===== src/rtl/oam_dma_controller.sv =====
`default_nettype none
// ============================================================================
//  Module   : oam_dma_controller
//  Purpose  : Sprite DMA sequencer. A CPU write to DMA_REG_ADDR halts the CPU.
//             The block then copies 256 bytes from page {i_data,8'h00} into PPU
//             OAM by repeated writes to OAMDATA_ADDR. It then releases the bus,
//             for 513 or 514 halted cycles depending on get/put alignment.
//  Ports    : i_clk          CPU clock; state advances on the falling edge
//             i_reset_n      asynchronous active-low reset
//             i_address      CPU address bus (trigger detect)
//             i_rw           CPU read/~write (1 = read)
//             i_data         CPU write data (page number on trigger)
//             i_bus_data     memory read data during DMA read cycles
//             o_halt         CPU stall / bus-mux select
//             o_address      DMA bus address (0 when idle)
//             o_rw           DMA read/~write (1 when idle)
//             o_data         DMA write data (0 outside write cycles)
//             o_busy         transfer in progress (same as o_halt)
//             o_debug_count  current byte index
//             o_debug_page   latched source page
//  Revision : 1.0 - initial release
// ============================================================================
module oam_dma_controller #(
  parameter logic [15:0] DMA_REG_ADDR = 16'h4014,
  parameter logic [15:0] OAMDATA_ADDR = 16'h2004
) (
  input  logic        i_clk,
  input  logic        i_reset_n,
  input  logic [15:0] i_address,
  input  logic        i_rw,
  input  logic [7:0]  i_data,
  input  logic [7:0]  i_bus_data,
  output logic        o_halt,
  output logic [15:0] o_address,
  output logic        o_rw,
  output logic [7:0]  o_data,
  output logic        o_busy,
  output logic [7:0]  o_debug_count,
  output logic [7:0]  o_debug_page
);

  typedef enum logic [2:0] {
    S_IDLE  = 3'd0,
    S_HALT  = 3'd1,
    S_ALIGN = 3'd2,
    S_READ  = 3'd3,
    S_WRITE = 3'd4
  } state_t;

  state_t      r_state;
  state_t      w_state_next;
  logic        r_put;     // 0 = get cycle, 1 = put cycle
  logic [7:0]  r_page;
  logic [7:0]  r_count;
  logic [7:0]  r_byte;
  logic        w_trigger;

  // Only an idle controller reacts; a write to the trigger register while busy
  // is ignored so the running transfer is neither relatched nor restarted.
  assign w_trigger = (r_state == S_IDLE) && !i_rw && (i_address == DMA_REG_ADDR);

  // State register and datapath, all advancing on the falling clock edge.
  always_ff @(negedge i_clk or negedge i_reset_n) begin
    if (!i_reset_n) begin
      r_state <= S_IDLE;
      r_put   <= 1'b0;
      r_page  <= 8'h00;
      r_count <= 8'h00;
      r_byte  <= 8'h00;
    end else begin
      r_state <= w_state_next;
      r_put   <= ~r_put;
      if (w_trigger) begin
        r_page  <= i_data;
        r_count <= 8'h00;
      end
      if (r_state == S_READ) begin
        r_byte <= i_bus_data;
      end
      if (r_state == S_WRITE) begin
        // Wraps back to 0 exactly when the final byte has been written.
        r_count <= r_count + 8'd1;
      end
    end
  end

  // Next-state logic.
  always_comb begin
    w_state_next = r_state;
    case (r_state)
      S_IDLE:  if (w_trigger) w_state_next = S_HALT;
      // The cycle after HALT has the opposite parity; if HALT is a put cycle
      // the next one is a get cycle and reading can start immediately.
      S_HALT:  w_state_next = r_put ? S_READ : S_ALIGN;
      S_ALIGN: w_state_next = S_READ;
      S_READ:  w_state_next = S_WRITE;
      S_WRITE: w_state_next = (r_count == 8'hFF) ? S_IDLE : S_READ;
      default: w_state_next = S_IDLE;
    endcase
  end

  // Bus outputs decoded from state and internal registers only, so there is
  // no combinational path from the CPU bus inputs to the DMA bus outputs.
  always_comb begin
    o_address = 16'h0000;
    o_rw      = 1'b1;
    o_data    = 8'h00;
    case (r_state)
      S_READ: begin
        o_address = {r_page, r_count};
      end
      S_WRITE: begin
        o_address = OAMDATA_ADDR;
        o_rw      = 1'b0;
        o_data    = r_byte;
      end
      default: begin
        o_address = 16'h0000;
      end
    endcase
  end

  assign o_halt        = (r_state != S_IDLE);
  assign o_busy        = o_halt;
  assign o_debug_count = r_count;
  assign o_debug_page  = r_page;

endmodule
`default_nettype wire


===== config.mk =====
export PLATFORM = sky130hd
export DESIGN_NAME = oam_dma_controller
export DESIGN_NICKNAME = d
export VERILOG_FILES = /design/src/rtl/oam_dma_controller.sv
export SDC_FILE = /design/constraint.sdc
export NUM_CORES = 1
export LEC_CHECK = 0
export ABC_AREA = 1
export CAP_MARGIN = 25
export CORE_AREA = 4 4 66 68
export DETAILED_ROUTE_END_ITERATION = 10
export DIE_AREA = 0 0 70 72
export PLACE_DENSITY = 0.87
export SETUP_SLACK_MARGIN = 0.02
export SYNTH_ARGS = -nofsm -noshare
export SYNTH_HDL_FRONTEND = slang
export SYNTH_SLANG_ARGS = --single-unit

===== constraint.sdc =====
create_clock -name i_clk -period 2.4 [get_ports i_clk]
set_clock_uncertainty 0.15 [all_clocks]
set_input_delay 0.24 -clock i_clk [delete_from_list [all_inputs] [get_ports i_clk]]
set_output_delay 0.24 -clock i_clk [all_outputs]
set_load 0.1 [all_outputs]

==> flow_summary.json, run 1 <==
{
  "worst-ep-kind": "top-level output",
  "stop_error": "[ERROR DPL-0033] detailed placement checks failed during check placement.",
  "die_x_um": 70,
  "die_height_um": 72,
  "antenna_found_initial": 0,
  "hpwl_mm": 4.68,
  "synth-seq-cells": 28,
  "initial_core_util_pct": 41.7,
  "cts_hold_buffers": 0,
  "netlist_area_sq_um": 1610,
  "syn_area_per_cell_sq_um": 7.48,
  "ys_types": 24,
  "synth_nets": 251,
  "cts-root-buf": "clkbuf_8",
  "gp_congestion": 0.885,
  "grt_worst_setup_endpoint": "o_address[4]",
  "yosysWarnings": 0,
  "cts-buffers-inserted": 3,
  "lastStage": "5_1_grt",
  "place_ws_ns": -0.586,
  "io_pins": 78,
  "htree_levels": 1,
  "outcome": "did not finish",
  "grt_max_degree": 29,
  "clock_path_buffers": 2,
  "cts_sinks": 28,
  "port-buffer-count": 77,
  "postSynthCellCount": 215,
  "ys_seq_area_share_pct": 43.5,
  "rows": 23
}
[synthesized netlist by cell type]
| cell | instances | area [sq um] |
|---|---|---|
| nand3_1 | 11 | 55.1 |
| nor2_4 | 2 | 22.5 |
| nand3_4 | 1 | 17.5 |
| nand3_2 | 2 | 20.0 |
| o21ai_0 | 13 | 65.1 |
| buf_2 | 3 | 15.0 |
| buf_6 | 2 | 22.5 |
| inv_2 | 1 | 3.75 |
| a21oi_1 | 4 | 20.0 |
| buf_4 | 2 | 15.0 |
| nand2_2 | 1 | 6.26 |
| inv_1 | 40 | 150 |
| xor2_1 | 1 | 8.76 |
| nor2_1 | 41 | 154 |
| a21o_1 | 1 | 7.51 |
| o21ai_1 | 1 | 5.00 |
| dfrtn_1 | 28 | 701 |
| o21ai_2 | 8 | 70.1 |
| nor2_8 | 1 | 20.0 |
| nand2_1 | 47 | 176 |
| nand2_4 | 2 | 22.5 |
| or2_4 | 1 | 8.76 |
| nor3_2 | 1 | 10.0 |
| ha_1 | 1 | 12.5 |
[through the flow]
step	std cells	utilization (%)	cell area, sq um	hold slack [ns]
floorplan	215	-	1870	0.143
detailed placement	371	86.6	3340	0.163
CTS	392	95.4	3680	0.171
global placement	371	86.6	3340	0.153
[logic make-up after synthesis]
| group | synth area share (%) |
|---|---|
| flip-flops | 43.5 |
| adder cells (fa/ha/maj) | 0.777 |
| XOR/XNOR | 0.544 |
| buffers and inverters | 12.8 |
| AO/OA/AOI/OAI | 10.4 |
| AND/OR/NAND/NOR | 31.9 |
[repair_timing]
item	in CTS
endpoints found under the setup margin	60
cloned	3
pin swaps	48
gates resized for setup	72
setup buffers	15
==> run 2, diff against run 1 <==
Settings changed: CORE_AREA 4 4 66 68 to 4 4 69 71, DIE_AREA 0 0 70 72 to 0 0 73 75, PLACE_DENSITY 0.87 to default, PLACE_DENSITY_LB_ADDON from default to 0.15, SETUP_SLACK_MARGIN 0.02 to default.
==> run 2 against run 1 <==
Net effect:
- the flow now finishes, with violations (setup timing)
- synthesized area is the same
- synthesized cell count unchanged
==> flow_summary.json, run 2 <==
{
  "layout_setup_ws_ns": -0.775,
  "firstDrtPassIters": 4,
  "ant_nets": 0,
  "cp.required_ns": 2.01,
  "areaGrowthSynthToFinish_pct": 133,
  "finalHoldViolCount": 0,
  "syn_area_per_cell_sq_um": 7.48,
  "die_x_um": 73,
  "cts_tree": "built",
  "p_leak_uw": 0.00173,
  "top_usage_layer": "met2",
  "clk_latency_ns": 0.29,
  "final_cell_mix": "48 x buf_12, 38 x buf_4, 35 x nand2_1",
  "min_path_cells": 1,
  "worstSetupStartpointType": "flip-flop",
  "netlist_area_sq_um": 1610,
  "grtUsageTotal_pct": 26.6,
  "cp_num_buf_inv": 4,
  "grt_pass1_wl_mm": 10.9,
  "vias": 2072,
  "rsz0062_at_grt": "true",
  "port-buffer-count": 77,
  "antenna_cells": 0,
  "r2r_cells": 11,
  "met2_usage_pct": 48.8,
  "clock_path_buffers": 2,
  "finalSetupViolations": 43,
  "routedWlPerCell_um": 18.6,
  "ys_seq_area_share_pct": 43.5,
  "postSynthCellCount": 215,
  "ir_drop_mv": 0.445,
  "die_area_sq_um": 5480,
  "violations": "setup timing",
  "slew_headroom_pct": 78.5,
  "cp_top_family": "buffers and inverters",
  "nNetsFinal": 391,
  "cts-buffers-inserted": 3,
  "drtIter0Drc": 134,
  "drc": 0,
  "synth_edf_count": 0,
  "yosysMostFrequentCell": "nand2_1",
  "antenna_found_initial": 0,
  "core_sq_um": 4230,
  "ys_types": 24,
  "htree_levels": 1,
  "met3_usage_pct": 7.08,
  "die_height_um": 75,
  "power_density_nw_per_um2": 845,
  "worstSetupPathType": "flip-flop to primary output",
  "cts_sinks": 28,
  "synth-seq-cells": 28,
  "max_stage_delay_ns": 0.42,
  "path_depth": 6,
  "worst_pin_slew_ns": 0.321,
  "ys.flop_type": "dfrtn_1",
  "synth_top_area_share_pct": 43.5,
  "synth_common_cells": "47 x nand2_1, 41 x nor2_1, 40 x inv_1, 28 x dfrtn_1, 13 x o21ai_0",
  "yosys-top-cells-area": "dfrtn_1 44%, nand2_1 11%, nor2_1 9.6%, inv_1 9.3%, o21ai_2 4.4%",
  "ys_async_sr_fraction_pct": 100,
  "slew_viol_final": 0,
  "cts-root-buf": "clkbuf_8",
  "grt_max_degree": 29,
  "path_max_fanout": 7,
  "drt-total-wl_mm": 7.54,
  "met1_usage_pct": 30.1,
  "yosys.area.top_type": "dfrtn_1",
  "io_pins": 78,
  "initial_core_util_pct": 38.0,
  "gp_congestion": 0.752,
  "drive_above_1_share_pct": 57.6,
  "final_util_pct": 88.7,
  "cts_hold_buffers": 0,
  "cap_viol_max_count": 0,
  "yosysWarnings": 0,
  "synth_nets": 251,
  "path_cells": "inv_2, nor3_4, inv_2, buf_12, nor2_4, buf_12",
  "cp-end-kind": "primary output",
  "outcome": "finished with violations",
  "worstPathArrival_ns": 2.79,
  "grt_pass1_vias": 2175,
  "power_uw": 3170,
  "grt_remaining_overflow": 0,
  "slowest_stage": "dfrtn_1",
  "hp-class": "flip-flop to flip-flop",
  "path_clk_slew_ns": 0.07,
  "rows": 24,
  "hpwl_mm": 3.75,
  "viasPerCell": 5.10,
  "mostFrequentLayoutCell": "buf_12"
}
## run 2: layout make-up
cell class / count / area (sq um)
sequential: 28 / 701
timing repair buffer: 141 / 1760
clock buffer: 3 / 41.3
fill: 181 / 479
clock inverter: 1 / 30.0
tap: 52 / 65.1
inverter: 41 / 154
multi-input combinational: 140 / 1010
## run 2: per-stage QoR
stage / TNS [ns] / area (sq um) / hold WS, ns / instances / setup slack (ns)
3_5_place_dp: -20.21 / 3340 / 0.162 / 373 / -0.587
5_1_grt: -25.47 / 3750 / 0.183 / 406 / -0.825
4_1_cts: -21.77 / 3710 / 0.164 / 395 / -0.729
3_3_place_gp: -19.03 / 3340 / 0.154 / 373 / -0.547
6_report: -23.84 / 3750 / 0.173 / 406 / -0.775
2_1_floorplan: -20.49 / 1870 / 0.143 / 215 / -0.866
## run 2: layer usage
layer / vias to the layer above / wire length (um) / share of wire (%)
li1: 928 / - / -
met1: 1013 / 2640 / 35
met2: 104 / 4070 / 54
met3: 27 / 553 / 7.3
met4: 0 / 267 / 3.5
met5: - / 0 / 0
## run 2: final timing paths
path | slack, ns | startpoint | endpoint
worst max-delay path | -0.78 | r_state[0] | o_address[0]
worst min-delay path | 0.17 | r_put | r_put
worst max register to register | 0.23 | r_state[0] | o_debug_count[5]
worst min register to register | 0.17 | r_put | r_put
max in group asynchronous | 0.66 | i_reset_n | r_state[0]
min in group asynchronous | 1.23 | i_reset_n | r_byte[0]
## run 2: power breakdown
part,total (uW),internal (uW),switching [uW]
sequential,661,594,67.0
clock,378,224,154
combinational,2130,828,1310
## run 2: what timing repair did
| item | 4_1_cts | 5_1_grt |
|---|---|---|
| cloned | 2 | 0 |
| setup endpoints to repair | 60 | 60 |
| pin swaps | 39 | 22 |
| buffers inserted | 18 | 14 |
| resized for setup | 71 | 23 |
## run 2: cell families (layout without fill, tap and decap cells)
kind of cell / after synthesis / after routing / synth area share, %
xor gates and xnor gates: 1 / 1 / 0.544
adders and majority gates: 1 / 1 / 0.777
AOI/OAI and AO/OA: 27 / 27 / 10.4
buffers and inverters: 48 / 186 / 12.8
and+or+nand+nor: 110 / 111 / 31.9
DFF: 28 / 28 / 43.5
No activity file was read; power rests on OpenSTA's default activity.
==> run 3, diff against run 2 <==
Settings changed: CORE_AREA 4 4 69 71 to 4 4 71 73, DIE_AREA 0 0 73 75 to 0 0 75 77, PLACE_DENSITY from default to 0.83, PLACE_DENSITY_LB_ADDON 0.15 to default.
Clock period 2.4 ns to 2.6 ns, I/O delays scaled along.
==> run 3 against run 2 <==
Net effect:
- largest cell class unchanged
- power shrank 6.7%
- clock-buffer cell count is the same
- the run still ends with setup timing left
- critical path depth is the same
==> flow_summary.json, run 3 (synthesis results as in run 2) <==
{
  "outcome": "finished with violations",
  "violations": "setup timing",
  "final_cell_mix": "46 x buf_12, 38 x buf_4, 35 x nand2_1",
  "grt_pass1_vias": 2101,
  "slew_viol_final": 0,
  "antenna_found_initial": 0,
  "grt_remaining_overflow": 0,
  "r2r_cells": 10,
  "slew_headroom_pct": 78.2,
  "vias": 2089,
  "initial_core_util_pct": 37.0,
  "cp_num_buf_inv": 4,
  "io_pins": 78,
  "cts-buffers-inserted": 3,
  "finalSetupViolations": 43,
  "core_sq_um": 4350,
  "rsz0062_at_grt": "true",
  "nNetsFinal": 388,
  "top_layer": "met4",
  "drt-total-wl_mm": 7.86,
  "worst_r2r_startpoint": "o_debug_count[0]",
  "die_height_um": 77,
  "regArea_sq_um": 701,
  "routed-wl-met2_mm": 4.03,
  "dr_wl_met3_um": 617,
  "dpl_cell_area_sq_um": 3340,
  "multi_input_area_sq_um": 1010,
  "cp_top_family": "buffers and inverters",
  "routedWlPerCell_um": 19.5,
  "ir_drop_mv": 0.515,
  "rrSetupSlack_ns": 0.50,
  "hpwl_mm": 4.24,
  "antenna_cells": 0,
  "worst_pin_slew_ns": 0.325,
  "htree_levels": 1,
  "worstPathArrival_ns": 2.87,
  "firstDrtPassIters": 4,
  "clk_latency_ns": 0.29,
  "p_leak_uw": 0.00174,
  "hp-class": "flip-flop to flip-flop",
  "crit_start": "r_state[0]",
  "cp-end-kind": "primary output",
  "timing.rr.end": "o_debug_count[6]",
  "drc": 0,
  "port-buffer-count": 77,
  "drive_above_1_share_pct": 54.7,
  "cp.required_ns": 2.19,
  "die_x_um": 75,
  "setup_tns_ns": -19.42,
  "fill_cells": 188,
  "path_clk_slew_ns": 0.07,
  "layout_setup_ws_ns": -0.680,
  "path_cells": "inv_2, nor3_4, inv_2, buf_16, nor2_4, buf_12",
  "cts-root-buf": "clkbuf_8",
  "worstSetupStartpointType": "flip-flop",
  "clock_path_buffers": 2,
  "power_uw": 2960,
  "worstSetupPathType": "flip-flop to primary output",
  "viasPerCell": 5.18,
  "cap_viol_max_count": 0,
  "endpoint": "o_address[4]",
  "cpMostUsedCell": "inv_2",
  "areaGrowthSynthToFinish_pct": 135,
  "ant_nets": 0,
  "grt_pass1_wl_mm": 11.1,
  "place_ws_ns": -0.504,
  "final_cell_area_sq_um": 3780,
  "grt_max_degree": 29,
  "drtIter0Drc": 197,
  "rows": 24,
  "mostFrequentLayoutCell": "buf_12",
  "path_max_fanout": 7,
  "die_area_sq_um": 5780,
  "grtUsageTotal_pct": 25.1,
  "cts_tree": "built",
  "cts_sinks": 28,
  "max_stage_delay_ns": 0.43,
  "path_depth": 6,
  "wl_met1_mm": 2.89,
  "slowest_stage": "dfrtn_1",
  "finalHoldViolCount": 0,
  "dp.cells": 371,
  "power_density_nw_per_um2": 783,
  "finalNonFillerCells": 403,
  "gp_congestion": 0.824
}
run 3: area by class of cell:
type / count / share of cell area (%)
Clock buffer: 3 / 1.09
Clock inverter: 1 / 0.794
Inverter: 41 / 4.07
Multi-Input combinational cell: 140 / 26.8
Sequential cell: 28 / 18.5
Tap cell: 52 / 1.72
Timing Repair Buffer: 138 / 47.1
run 3: how the worst min path moves through the flow:
stage          start  endpoint  slack [ns]  cells past startpoint
6_report       r_put     r_put        0.19                      1
4_1_cts        r_put     r_put        0.19                      1
3_5_place_dp   r_put     r_put        0.17                      1
2_1_floorplan  r_put     r_put        0.14                      1
3_3_place_gp   r_put     r_put        0.16                      1
5_1_grt        r_put     r_put        0.19                      1
run 3: through the flow:
step	util (%)	hold WS (ns)
floorplan	-	0.143
global placement	76.7	0.158
CTS	83.9	0.187
detailed placement	76.7	0.170
global route	86.9	0.187
finish	86.9	0.191
run 3: power by group:
part	total (uW)	switching, uW	internal, uW
combinational	1980	1210	768
sequential	618	69.4	548
clock	367	160	207
total	2960	1440	1520
run 3: worst reg2reg max path, cell delays in order, from the launching register on:
cell,delay (ns)
dfrtn_1,0.49
buf_6,0.14
buf_4,0.10
buf_4,0.10
ha_1,0.19
nand2_1,0.07
nor2_1,0.26
nand2_1,0.11
xor2_1,0.17
nand2_1,0.11
nand2_2,0.06
run 3: metal layers:
metal	up-vias	track usage (%)
met3	31	4.58
met4	0	9.96
li1	923	-
met1	1019	31.7
met5	-	0
met2	116	41.3
run 3: timing repair:
action	in CTS	in global routing
hold buffers	0	0
resized for setup	47	32
pin swaps	33	24
setup endpoints to repair	59	59
cloned	2	1
buffers inserted	16	12
==> run 4, diff against run 3 <==
Settings changed: CORE_AREA 4 4 71 73 to 4 4 69 71, DIE_AREA 0 0 75 77 to 0 0 73 75, PLACE_DENSITY 0.83 to 0.84.
Clock period 2.6 ns to 3.57 ns, I/O delays scaled along.
==> run 4 against run 3 <==
Net effect:
- the run still ends with setup timing left
- final area is 11% lower
- clock power is 30% lower
- clock-buffer cell count stayed put
- combinational power is 35% lower
- critical endpoint is now o_address[1]
- highest routed layer unchanged
==> flow_summary.json, run 4 (synthesis results as in run 2) <==
{
  "layout_setup_ws_ns": -0.279,
  "drive_above_1_share_pct": 42.6,
  "worstSetupStartpointType": "flip-flop",
  "die_height_um": 75,
  "timing.rr.end": "o_debug_count[3]",
  "slowest_stage": "dfrtn_1",
  "clk_latency_ns": 0.29,
  "p_int_uw": 1020,
  "nNetsFinal": 347,
  "p_comb_share_pct": 64.0,
  "areaGrowthSynthToFinish_pct": 109,
  "cts-root-buf": "clkbuf_8",
  "path_clk_slew_ns": 0.06,
  "outcome": "finished with violations",
  "io_pins": 78,
  "r2r_cells": 10,
  "dp.cells": 345,
  "p_sw_share_pct": 48.8,
  "rsz0062_at_grt": "true",
  "firstDrtPassIters": 4,
  "viasPerCell": 4.76,
  "antenna_found_initial": 0,
  "hp-class": "flip-flop to flip-flop",
  "worstHoldEndpoint": "r_put",
  "finalSetupViolations": 27,
  "fill_cells": 248,
  "hpwl_mm": 3.62,
  "cts_hold_buffers": 0,
  "worst_r2r_startpoint": "r_state[0]",
  "p_leak_uw": 0.00148,
  "cp-end-kind": "primary output",
  "cap_viol_max_count": 0,
  "drt-total-wl_mm": 5.06,
  "rows": 24,
  "max_stage_delay_ns": 0.43,
  "cts_tree": "built",
  "drc": 0,
  "cts-buffers-inserted": 3,
  "holdWs_ns": 0.162,
  "clock_path_buffers": 2,
  "slew_viol_final": 0,
  "path_max_fanout": 7,
  "worstSetupPathType": "flip-flop to primary output",
  "die_x_um": 73,
  "initial_core_util_pct": 38.0,
  "grt_pass1_wl_mm": 8.26,
  "routedWlPerCell_um": 14.0,
  "worstPathArrival_ns": 3.34,
  "rrSetupSlack_ns": 1.74,
  "power_density_nw_per_um2": 594,
  "slew_headroom_pct": 76.0,
  "power_frac_seq_pct": 23.2,
  "min_path_cells": 1,
  "finalHoldViolCount": 0,
  "port-buffer-count": 77,
  "ant_nets": 0,
  "hp-start": "r_put",
  "gp_congestion": 0.834,
  "grt_pass1_vias": 1765,
  "htree_levels": 1,
  "finalNonFillerCells": 362,
  "drtIter0Drc": 163,
  "cts_sinks": 28,
  "worst_pin_slew_ns": 0.361,
  "vias": 1722,
  "violations": "setup timing",
  "cp.required_ns": 3.06,
  "antenna_cells": 0,
  "final_cell_mix": "45 x buf_12, 42 x nand2_1, 34 x clkdlybuf4s50_1",
  "final_util_pct": 79.4,
  "p_sw_uw": 974,
  "core_sq_um": 4230,
  "ir_drop_mv": 0.415,
  "mostFrequentLayoutCell": "buf_12",
  "setup_tns_ns": -5.18,
  "path_cells": "inv_2, nor3_4, inv_2, buf_12, nor2_4, buf_12",
  "p_clk_share_pct": 12.8,
  "die_area_sq_um": 5480,
  "grtUsageTotal_pct": 19.7,
  "grt_remaining_overflow": 0,
  "grt_max_degree": 29
}
run 4: through the flow:
stage | setup slack, ns | area (sq um) | total power (uW)
after CTS | -0.265 | 3330 | 1960
after global placement | -0.0715 | 3110 | 1520
after detailed placement | -0.125 | 3110 | 1550
after global routing | -0.341 | 3360 | 2090
after floorplan | -0.398 | 1840 | 1190
final | -0.279 | 3360 | 2000
run 4: routing by layer:
metal	track usage, %	share of wire [%]	up-vias
li1	-	-	845
met1	22.3	38	796
met2	36.3	53	73
met3	4.27	7.5	8
met4	6.76	2.1	0
met5	0	0	-
run 4: worst max-delay path, delay by kind of cell (launching register included):
kind          cells  cell delay [ns]
buf+inv           4             0.52
simple gates      2             0.32
flops             1             0.43
run 4: worst max path at each step:
| stage | start | to | slack, ns | depth (start not counted) |
|---|---|---|---|---|
| after floorplan | o_debug_count[6] | o_address[6] | -0.40 | 2 |
| after global placement | i_address[2] | o_debug_page[7] | -0.07 | 8 |
| after detailed placement | i_address[2] | o_debug_page[7] | -0.13 | 8 |
| after CTS | r_state[1] | o_address[1] | -0.27 | 6 |
| after global routing | r_state[0] | o_address[6] | -0.34 | 6 |
| final | r_state[1] | o_address[1] | -0.28 | 6 |
run 4: timing repair:
item | CTS | global route
gates cloned | 2 | 0
gates resized for setup | 9 | 3
setup endpoints to repair | 25 | 27
pin swaps | 17 | 6
setup buffers | 9 | 5
run 4: final cells by class:
type / count / area, sq um / share of cell area [%]
clock inverter: 1 / 30.0 / 0.894
sequential: 28 / 701 / 20.8
timing repair buffer: 97 / 1400 / 41.8
clock buffer: 3 / 41.3 / 1.23
multi-input combinational: 140 / 966 / 28.7
tap: 52 / 65.1 / 1.94
inverter: 41 / 154 / 4.58
run 4: power by group through the flow:
stage	Clock, uW	Combinational (uW)	Sequential [uW]
after global routing	275	1350	472
final	256	1280	463
after detailed placement	0	1080	470
after global placement	0	1060	465
after floorplan	0	629	560
after CTS	258	1240	466
